$ cat config.mk
export PLATFORM = sky130hd
export DESIGN_NAME = keypad_scanner_flat
export DESIGN_NICKNAME = d
export VERILOG_FILES = /design/src/rtl/keypad_scanner_pkg.sv /design/src/rtl/keypad_scanner_if.sv /design/src/rtl/keypad_scanner_keymap.sv /design/src/rtl/keypad_scanner.sv /design/src/flat_wrapper.sv
export SDC_FILE = /design/constraint.sdc
export NUM_CORES = 1
export LEC_CHECK = 0
export ABC_AREA = 1
export BUFFER_PORTS_ARGS = -buffer_cell sky130_fd_sc_hd__buf_2
export CAP_MARGIN = 20
export CORE_MARGIN = 2
export CORE_UTILIZATION = 50
export CTS_CLUSTER_DIAMETER = 80
export DETAILED_ROUTE_END_ITERATION = 8
export PLACE_DENSITY = 0.69
export SLEW_MARGIN = 10
export SYNTH_ARGS = -nofsm -noshare
export SYNTH_HDL_FRONTEND = slang
export SYNTH_SLANG_ARGS = --single-unit
$ cat constraint.sdc
create_clock -name clk -period 3.13 [get_ports clk]
set_input_delay 0.626 -clock clk [delete_from_list [all_inputs] [get_ports clk]]
set_output_delay 0.626 -clock clk [all_outputs]
set_load 0.01 [all_outputs]
$ cat src/rtl/keypad_scanner_pkg.sv
// Shared keypad definitions: key codes, scan FSM states and the row/column keymap.
package keypad_pkg;

    localparam logic [3:0] KEY_0    = 4'b0000;
    localparam logic [3:0] KEY_1    = 4'b0001;
    localparam logic [3:0] KEY_2    = 4'b0010;
    localparam logic [3:0] KEY_3    = 4'b0011;
    localparam logic [3:0] KEY_4    = 4'b0100;
    localparam logic [3:0] KEY_5    = 4'b0101;
    localparam logic [3:0] KEY_6    = 4'b0110;
    localparam logic [3:0] KEY_7    = 4'b0111;
    localparam logic [3:0] KEY_8    = 4'b1000;
    localparam logic [3:0] KEY_9    = 4'b1001;
    localparam logic [3:0] KEY_A    = 4'b1010;
    localparam logic [3:0] KEY_B    = 4'b1011;
    localparam logic [3:0] KEY_PLUS = 4'b1100;
    localparam logic [3:0] KEY_D    = 4'b1101;
    localparam logic [3:0] KEY_EQ   = 4'b1110;
    localparam logic [3:0] KEY_CLR  = 4'b1111;

    typedef enum logic [1:0] {
        ST_IDLE,
        ST_DEBOUNCE,
        ST_HELD,
        ST_RELEASE
    } kp_state_e;

    // Indexed by {row, col}; listed from row 3 col 3 down to row 0 col 0.
    localparam logic [15:0][3:0] KEYMAP = {
        KEY_A,    KEY_EQ, KEY_0,  KEY_CLR,
        KEY_B,    KEY_9,  KEY_8,  KEY_7,
        KEY_D,    KEY_6,  KEY_5,  KEY_4,
        KEY_PLUS, KEY_3,  KEY_2,  KEY_1
    };

    function automatic logic [3:0] row_drive(input logic [1:0] idx);
        return ~(4'b0001 << idx);
    endfunction

endpackage

$ cat src/rtl/keypad_scanner_if.sv
// Keypad matrix pins plus the decoded key output toward the calculator.
interface keypad_scanner_if;
    logic [3:0] row_out;
    logic [3:0] col_in;
    logic [3:0] key_code;
    logic       key_valid;
    logic       key_held;

    modport master (
        output row_out, key_code, key_valid, key_held,
        input  col_in
    );

    modport slave (
        input  row_out, key_code, key_valid, key_held,
        output col_in
    );
endinterface

$ cat src/rtl/keypad_scanner_keymap.sv
// Maps one row slot's active-high column sample to a key code, with single/multi hit flags.
module keypad_keymap
    import keypad_pkg::*;
(
    input  logic [1:0] i_row,
    input  logic [3:0] i_col,
    output logic [3:0] o_code,
    output logic       o_hit,
    output logic       o_multi
);

    logic [2:0] w_n;
    logic [1:0] w_col_idx;

    always_comb begin
        w_n       = '0;
        w_col_idx = '0;
        for (int c = 0; c < 4; c++) begin
            if (i_col[c]) begin
                w_n       = w_n + 3'd1;
                w_col_idx = 2'(c);
            end
        end
        o_code  = KEYMAP[{i_row, w_col_idx}];
        o_hit   = (w_n == 3'd1);
        o_multi = (w_n > 3'd1);
    end

endmodule

$ cat src/rtl/keypad_scanner.sv
// 4x4 keypad scanner: row drive, column synchronizer, per-frame ghost rejection,
// press/release debounce and a single-pulse key report.
module keypad_scanner
    import keypad_pkg::*;
#(
    parameter int SCAN_DIV   = 16,
    parameter int DEBOUNCE_N = 4
) (
    input  logic             clk,
    input  logic             rst,
    keypad_scanner_if.master kp
);

    localparam int DIV_W = $clog2(SCAN_DIV);
    localparam int CNT_W = $clog2(DEBOUNCE_N + 1);
    localparam logic [DIV_W-1:0] DIV_LAST = DIV_W'(SCAN_DIV - 1);
    localparam logic [CNT_W-1:0] CNT_MAX  = CNT_W'(DEBOUNCE_N);

    logic [3:0]       r_col_s1, r_col_s2;
    logic [DIV_W-1:0] r_div;
    logic [1:0]       r_row;
    logic [1:0]       r_acc_n;
    logic [3:0]       r_acc_code;

    kp_state_e        r_state, w_state_nx;
    logic [CNT_W-1:0] r_cnt, w_cnt_nx, w_cnt_inc;
    logic [3:0]       r_cand, w_cand_nx;
    logic [3:0]       r_key_code;
    logic             r_key_valid, r_key_held;

    logic             w_slot_end, w_frame_end;
    logic [3:0]       w_slot_code;
    logic             w_slot_hit, w_slot_multi;
    logic [1:0]       w_base_n, w_acc_n_nx;
    logic [3:0]       w_acc_code_nx;
    logic             w_res_valid, w_same, w_pulse;

    always_ff @(posedge clk or posedge rst) begin
        if (rst) begin
            r_col_s1 <= 4'hF;
            r_col_s2 <= 4'hF;
        end else begin
            r_col_s1 <= kp.col_in;
            r_col_s2 <= r_col_s1;
        end
    end

    assign w_slot_end  = (r_div == DIV_LAST);
    assign w_frame_end = w_slot_end && (r_row == 2'd3);

    always_ff @(posedge clk or posedge rst) begin
        if (rst) begin
            r_div <= '0;
            r_row <= '0;
        end else if (w_slot_end) begin
            r_div <= '0;
            r_row <= r_row + 2'd1;
        end else begin
            r_div <= r_div + DIV_W'(1);
        end
    end

    assign kp.row_out = row_drive(r_row);

    keypad_keymap u_keymap (
        .i_row   (r_row),
        .i_col   (~r_col_s2),
        .o_code  (w_slot_code),
        .o_hit   (w_slot_hit),
        .o_multi (w_slot_multi)
    );

    // Hit count per frame saturates at 2: anything beyond one key is a ghost/chord.
    always_comb begin
        w_base_n      = (r_row == 2'd0) ? 2'd0 : r_acc_n;
        w_acc_n_nx    = w_base_n;
        w_acc_code_nx = r_acc_code;
        if (w_slot_multi) begin
            w_acc_n_nx = 2'd2;
        end else if (w_slot_hit) begin
            if (w_base_n == 2'd0) begin
                w_acc_n_nx    = 2'd1;
                w_acc_code_nx = w_slot_code;
            end else begin
                w_acc_n_nx = 2'd2;
            end
        end
    end

    assign w_res_valid = (w_acc_n_nx == 2'd1);
    assign w_same      = w_res_valid && (w_acc_code_nx == r_cand);
    assign w_cnt_inc   = (r_cnt == CNT_MAX) ? r_cnt : r_cnt + CNT_W'(1);

    always_ff @(posedge clk or posedge rst) begin
        if (rst) begin
            r_acc_n    <= '0;
            r_acc_code <= '0;
        end else if (w_slot_end) begin
            r_acc_n    <= w_acc_n_nx;
            r_acc_code <= w_acc_code_nx;
        end
    end

    always_comb begin
        w_state_nx = r_state;
        w_cnt_nx   = r_cnt;
        w_cand_nx  = r_cand;
        w_pulse    = 1'b0;
        if (w_frame_end) begin
            case (r_state)
                ST_IDLE: begin
                    if (w_res_valid) begin
                        w_state_nx = ST_DEBOUNCE;
                        w_cnt_nx   = CNT_W'(1);
                        w_cand_nx  = w_acc_code_nx;
                    end
                end
                ST_DEBOUNCE: begin
                    if (!w_res_valid) begin
                        w_state_nx = ST_IDLE;
                        w_cnt_nx   = '0;
                    end else if (!w_same) begin
                        w_cnt_nx  = CNT_W'(1);
                        w_cand_nx = w_acc_code_nx;
                    end else if (w_cnt_inc == CNT_MAX) begin
                        w_state_nx = ST_HELD;
                        w_cnt_nx   = '0;
                        w_pulse    = 1'b1;
                    end else begin
                        w_cnt_nx = w_cnt_inc;
                    end
                end
                ST_HELD: begin
                    if (!w_same) begin
                        w_state_nx = ST_RELEASE;
                        w_cnt_nx   = CNT_W'(1);
                    end
                end
                ST_RELEASE: begin
                    if (w_same) begin
                        w_state_nx = ST_HELD;
                        w_cnt_nx   = '0;
                    end else if (w_cnt_inc == CNT_MAX) begin
                        w_state_nx = ST_IDLE;
                        w_cnt_nx   = '0;
                    end else begin
                        w_cnt_nx = w_cnt_inc;
                    end
                end
                default: begin
                    w_state_nx = ST_IDLE;
                    w_cnt_nx   = '0;
                end
            endcase
        end
    end

    always_ff @(posedge clk or posedge rst) begin
        if (rst) begin
            r_state <= ST_IDLE;
            r_cnt   <= '0;
            r_cand  <= '0;
        end else begin
            r_state <= w_state_nx;
            r_cnt   <= w_cnt_nx;
            r_cand  <= w_cand_nx;
        end
    end

    always_ff @(posedge clk or posedge rst) begin
        if (rst) begin
            r_key_code  <= KEY_CLR;
            r_key_valid <= 1'b0;
            r_key_held  <= 1'b0;
        end else begin
            r_key_valid <= w_pulse;
            if (w_pulse) r_key_code <= r_cand;
            r_key_held  <= (w_state_nx == ST_HELD) || (w_state_nx == ST_RELEASE);
        end
    end

    assign kp.key_code  = r_key_code;
    assign kp.key_valid = r_key_valid;
    assign kp.key_held  = r_key_held;

endmodule

$ cat src/flat_wrapper.sv
// flat-port wrapper written by rule: the top's interface ports become plain ports
module keypad_scanner_flat import keypad_pkg::*;
#(
    parameter int SCAN_DIV   = 16,
    parameter int DEBOUNCE_N = 4
)
  (clk, rst, kp_row_out, kp_key_code, kp_key_valid, kp_key_held, kp_col_in);
  keypad_scanner_if kp_i ();
  input  logic clk;
  input  logic rst;
  output wire logic [$bits(kp_i.row_out)-1:0] kp_row_out;
  output wire logic [$bits(kp_i.key_code)-1:0] kp_key_code;
  output wire logic [$bits(kp_i.key_valid)-1:0] kp_key_valid;
  output wire logic [$bits(kp_i.key_held)-1:0] kp_key_held;
  input wire logic [$bits(kp_i.col_in)-1:0] kp_col_in;
  assign kp_row_out = kp_i.row_out;
  assign kp_key_code = kp_i.key_code;
  assign kp_key_valid = kp_i.key_valid;
  assign kp_key_held = kp_i.key_held;
  assign kp_i.col_in = kp_col_in;
  keypad_scanner #(.SCAN_DIV(SCAN_DIV), .DEBOUNCE_N(DEBOUNCE_N)) u_core (.clk(clk), .rst(rst), .kp(kp_i));
endmodule
==> flow_summary.json <==
{
  "die_area_um2": 4869,
  "vias_per_cell": 4.943,
  "nets": 323,
  "firstDrtPassIters": 4,
  "crit_family": "simple AND/OR/NAND/NOR gates",
  "detailedPlace.worstSlack_ns": 0.05514,
  "clock.fmax_mhz": 336.1,
  "ys_ff_latch": 35,
  "clkLatencyLatePin_ns": 0.29,
  "synthesis.nets": 300,
  "core_um2": 4086,
  "critPathRequiredTime_ns": 3.36,
  "drt_iter0_drc": 100,
  "hp-class": "flip-flop to flip-flop",
  "htree_levels": 2,
  "cts_tree": "yes",
  "drv_slew": 0,
  "finalSetupViolCount": 0,
  "dieWidth_um": 69.78,
  "cp_max_fo": 7,
  "pin_count": 16,
  "grt_pass1_wl_um": 7093,
  "fin_crit_sh_pct": 95.06,
  "cts_made_buffers": 5,
  "cts_buffer_depth": 2,
  "syn2layout_area_growth_pct": 16.37,
  "slew_headroom_pct": 47.85,
  "synth-seq-area-share_pct": 41.18,
  "grtUsageTotal_pct": 18.13,
  "clk_pin_slew_ns": 0.07,
  "maxCapViolations": 0,
  "syn_area_per_cell_um2": 7.754,
  "p_leak_nw": 1.242,
  "finalHoldViolCount": 0,
  "routedWlPerCell_um": 11.95,
  "drive_gt1_share_pct": 23.10,
  "ir_drop_mv": 0.3392,
  "holdBufCountCts": 0,
  "drt_wl_total_um": 4219,
  "drc": 0,
  "die_height_um": 69.78,
  "antenna_left": 0,
  "antenna_found_initial": 0,
  "crit_path_frequent_cell": "nand2_2",
  "ys_warn_count": 0,
  "io_buffers": 15,
  "grt_pass1_vias": 1525,
  "final.setup_skew_ns": 0.006014,
  "worst_slack_ns": 0.1546,
  "grt-ovfl-total": 0,
  "power_density_nw_per_um2": 467.5,
  "fin_cells": 353,
  "hpwl_um": 3108,
  "grt_max_degree": 21,
  "worstMarginPinSlew_ns": 0.7814,
  "syn_area_um2": 2163,
  "cts_sinks": 35,
  "dp_cells": 342,
  "final_core_util_pct": 61.60,
  "min_period_ns": 2.975,
  "worst-path-buf-inv": 4,
  "n_antenna_cell": 0,
  "cts-root-buf": "clkbuf_8",
  "worstSetupEndpointType": "flip-flop",
  "globalplace.congestion": 0.8194,
  "status": "completed",
  "fp-row-count": 23,
  "synth_cell_types": 32,
  "netlist_instances": 279,
  "max_stage_delay_ns": 0.53,
  "worst_path_max_delay_cell": "dfstp_2",
  "hold_ws_ns": 0.3602,
  "start_util_pct": 52.94,
  "num_vias": 1745,
  "startpoint_type": "flip-flop",
  "cp_cell_sequence": "inv_1, ha_4, inv_1, nand2_2, nand2_2, ha_1, or2_1, nand2_2, nand2_4, inv_4, nand3_4, nor2_4, nand2_2, nor2_4, nand3_4, buf_6, nor2_4, nand2_1, nand2_1",
  "fin_setup_tns_ns": 0,
  "crit_type": "flip-flop to flip-flop",
  "worstPathArrival_ns": 3.21
}
## Yosys cell counts (all sizes together)
| cell | n | area [um2] |
|---|---|---|
| nand2 | 90 | 360.4 |
| inv | 42 | 157.6 |
| o21ai | 26 | 137.6 |
| nand3 | 25 | 140.1 |
| dfrtp | 23 | 575.6 |
| nor2 | 17 | 96.34 |
| ha | 15 | 187.7 |
| dfstp | 12 | 315.3 |
| a21oi | 7 | 35.03 |
| nand4 | 4 | 25.02 |
| or2 | 3 | 18.77 |
| xor2 | 3 | 26.28 |
| buf | 2 | 16.26 |
| clkbuf | 2 | 8.750 |
| nand3b | 2 | 15.01 |
| a31oi | 1 | 6.260 |
| nor3 | 1 | 5.000 |
| nor4 | 1 | 12.51 |
| o21bai | 1 | 7.510 |
| o31ai | 1 | 7.510 |
| xnor2 | 1 | 8.760 |
## cell families (layout without fill, tap and decap cells)
| group | after synthesis | after routing | share of synthesized area, % |
|---|---|---|---|
| xor gates and xnor gates | 4 | 4 | 1.620 |
| AOI/OAI and AO/OA | 36 | 36 | 8.965 |
| buffers and inverters | 46 | 70 | 8.443 |
| DFF | 35 | 35 | 41.18 |
| and+or+nand+nor | 143 | 143 | 31.12 |
| adders and majority gates | 15 | 15 | 8.676 |
## registers in the layout, summed over array words and instances, names as in the netlist
signal and count:
u_core.r_col_s2 4, u_core.kp.key_code 4, u_core.r_div 4, u_core.kp.key_held 1, u_core.r_row 2, u_core.r_cnt 3
u_core.r_col_s1 4, u_core.r_acc_n 2, u_core.r_acc_code 4, u_core.r_state 2, u_core.r_cand 4, u_core.kp.key_valid 1
## path summary, 6_finish.rpt
path                       slack, ns  depth (start not counted)               start                     to
min reg2reg                     0.36                          0  u_core.r_col_s1[0]     u_core.r_col_s2[0]
max reg2reg                     0.15                         19  u_core.r_col_s2[1]  u_core.kp.key_code[0]
min                             0.36                          0  u_core.r_col_s1[0]     u_core.r_col_s2[0]
min in group asynchronous       0.47                          2                 rst       u_core.r_cand[1]
max in group asynchronous       1.88                          3                 rst     u_core.r_col_s2[3]
max                             0.15                         19  u_core.r_col_s2[1]  u_core.kp.key_code[0]
## where the power goes
part	internal [mW]	switching (mW)	total [mW]
Combinational	0.0671	0.132	0.199
Clock	0.318	0.167	0.484
Sequential	0.478	0.0161	0.494
## layout by cell type (no fill, tap or decap), drive strengths merged, types with 5 or more instances in the layout
master	n
nand2	90
inv	42
o21ai	26
nand3	25
dfrtp	23
buf	20
nor2	17
ha	15
dfstp	12
a21oi	7
clkbuf	5
## worst register-to-register path, cell delays in order (launching register included)
cell and delay (ns):
dfstp_2 0.53, inv_1 0.08, ha_4 0.28, inv_1 0.05, nand2_2 0.08, nand2_2 0.06
ha_1 0.27, or2_1 0.23, nand2_2 0.10, nand2_4 0.10, inv_4 0.08, nand3_4 0.08
nor2_4 0.15, nand2_2 0.08, nor2_4 0.15, nand3_4 0.14, buf_6 0.17, nor2_4 0.14
nand2_1 0.08, nand2_1 0.07
## cell type report
class	count	area, um2
fill	366	1569
multi-input combinational	198	1151
sequential	35	890.9
inverter	42	160.2
timing repair buffer	20	116.4
clock buffer	5	68.82
clock inverter	3	67.56
tap	50	62.56
## per-stage QoR
| stage | area [um2] | power, mW |
|---|---|---|
| after floorplan | 2163 | 0.6386 |
| after global placement | 2291 | 0.6719 |
| after detailed placement | 2291 | 0.6743 |
| after CTS | 2427 | 1.162 |
| after global routing | 2517 | 1.240 |
| final | 2517 | 1.177 |
## per-layer routing
layer / wire, um / share of wire (%) / up-vias / global-route usage (%)
li1: - / - / 928 / -
met1: 2111 / 50 / 792 / 27.26
met2: 1925 / 46 / 19 / 26.24
met3: 139 / 3.3 / 6 / 4.360
met4: 43 / 1.0 / 0 / 4.487
met5: 0 / 0 / - / 0
## what timing repair did
action | in CTS | in global routing
hold endpoints to repair | 0 | 0
endpoints found under the setup margin | 0 | 14
resized for setup | 0 | 12
buffers inserted | 0 | 3
Note: power is estimated with default switching activity, not from simulation.
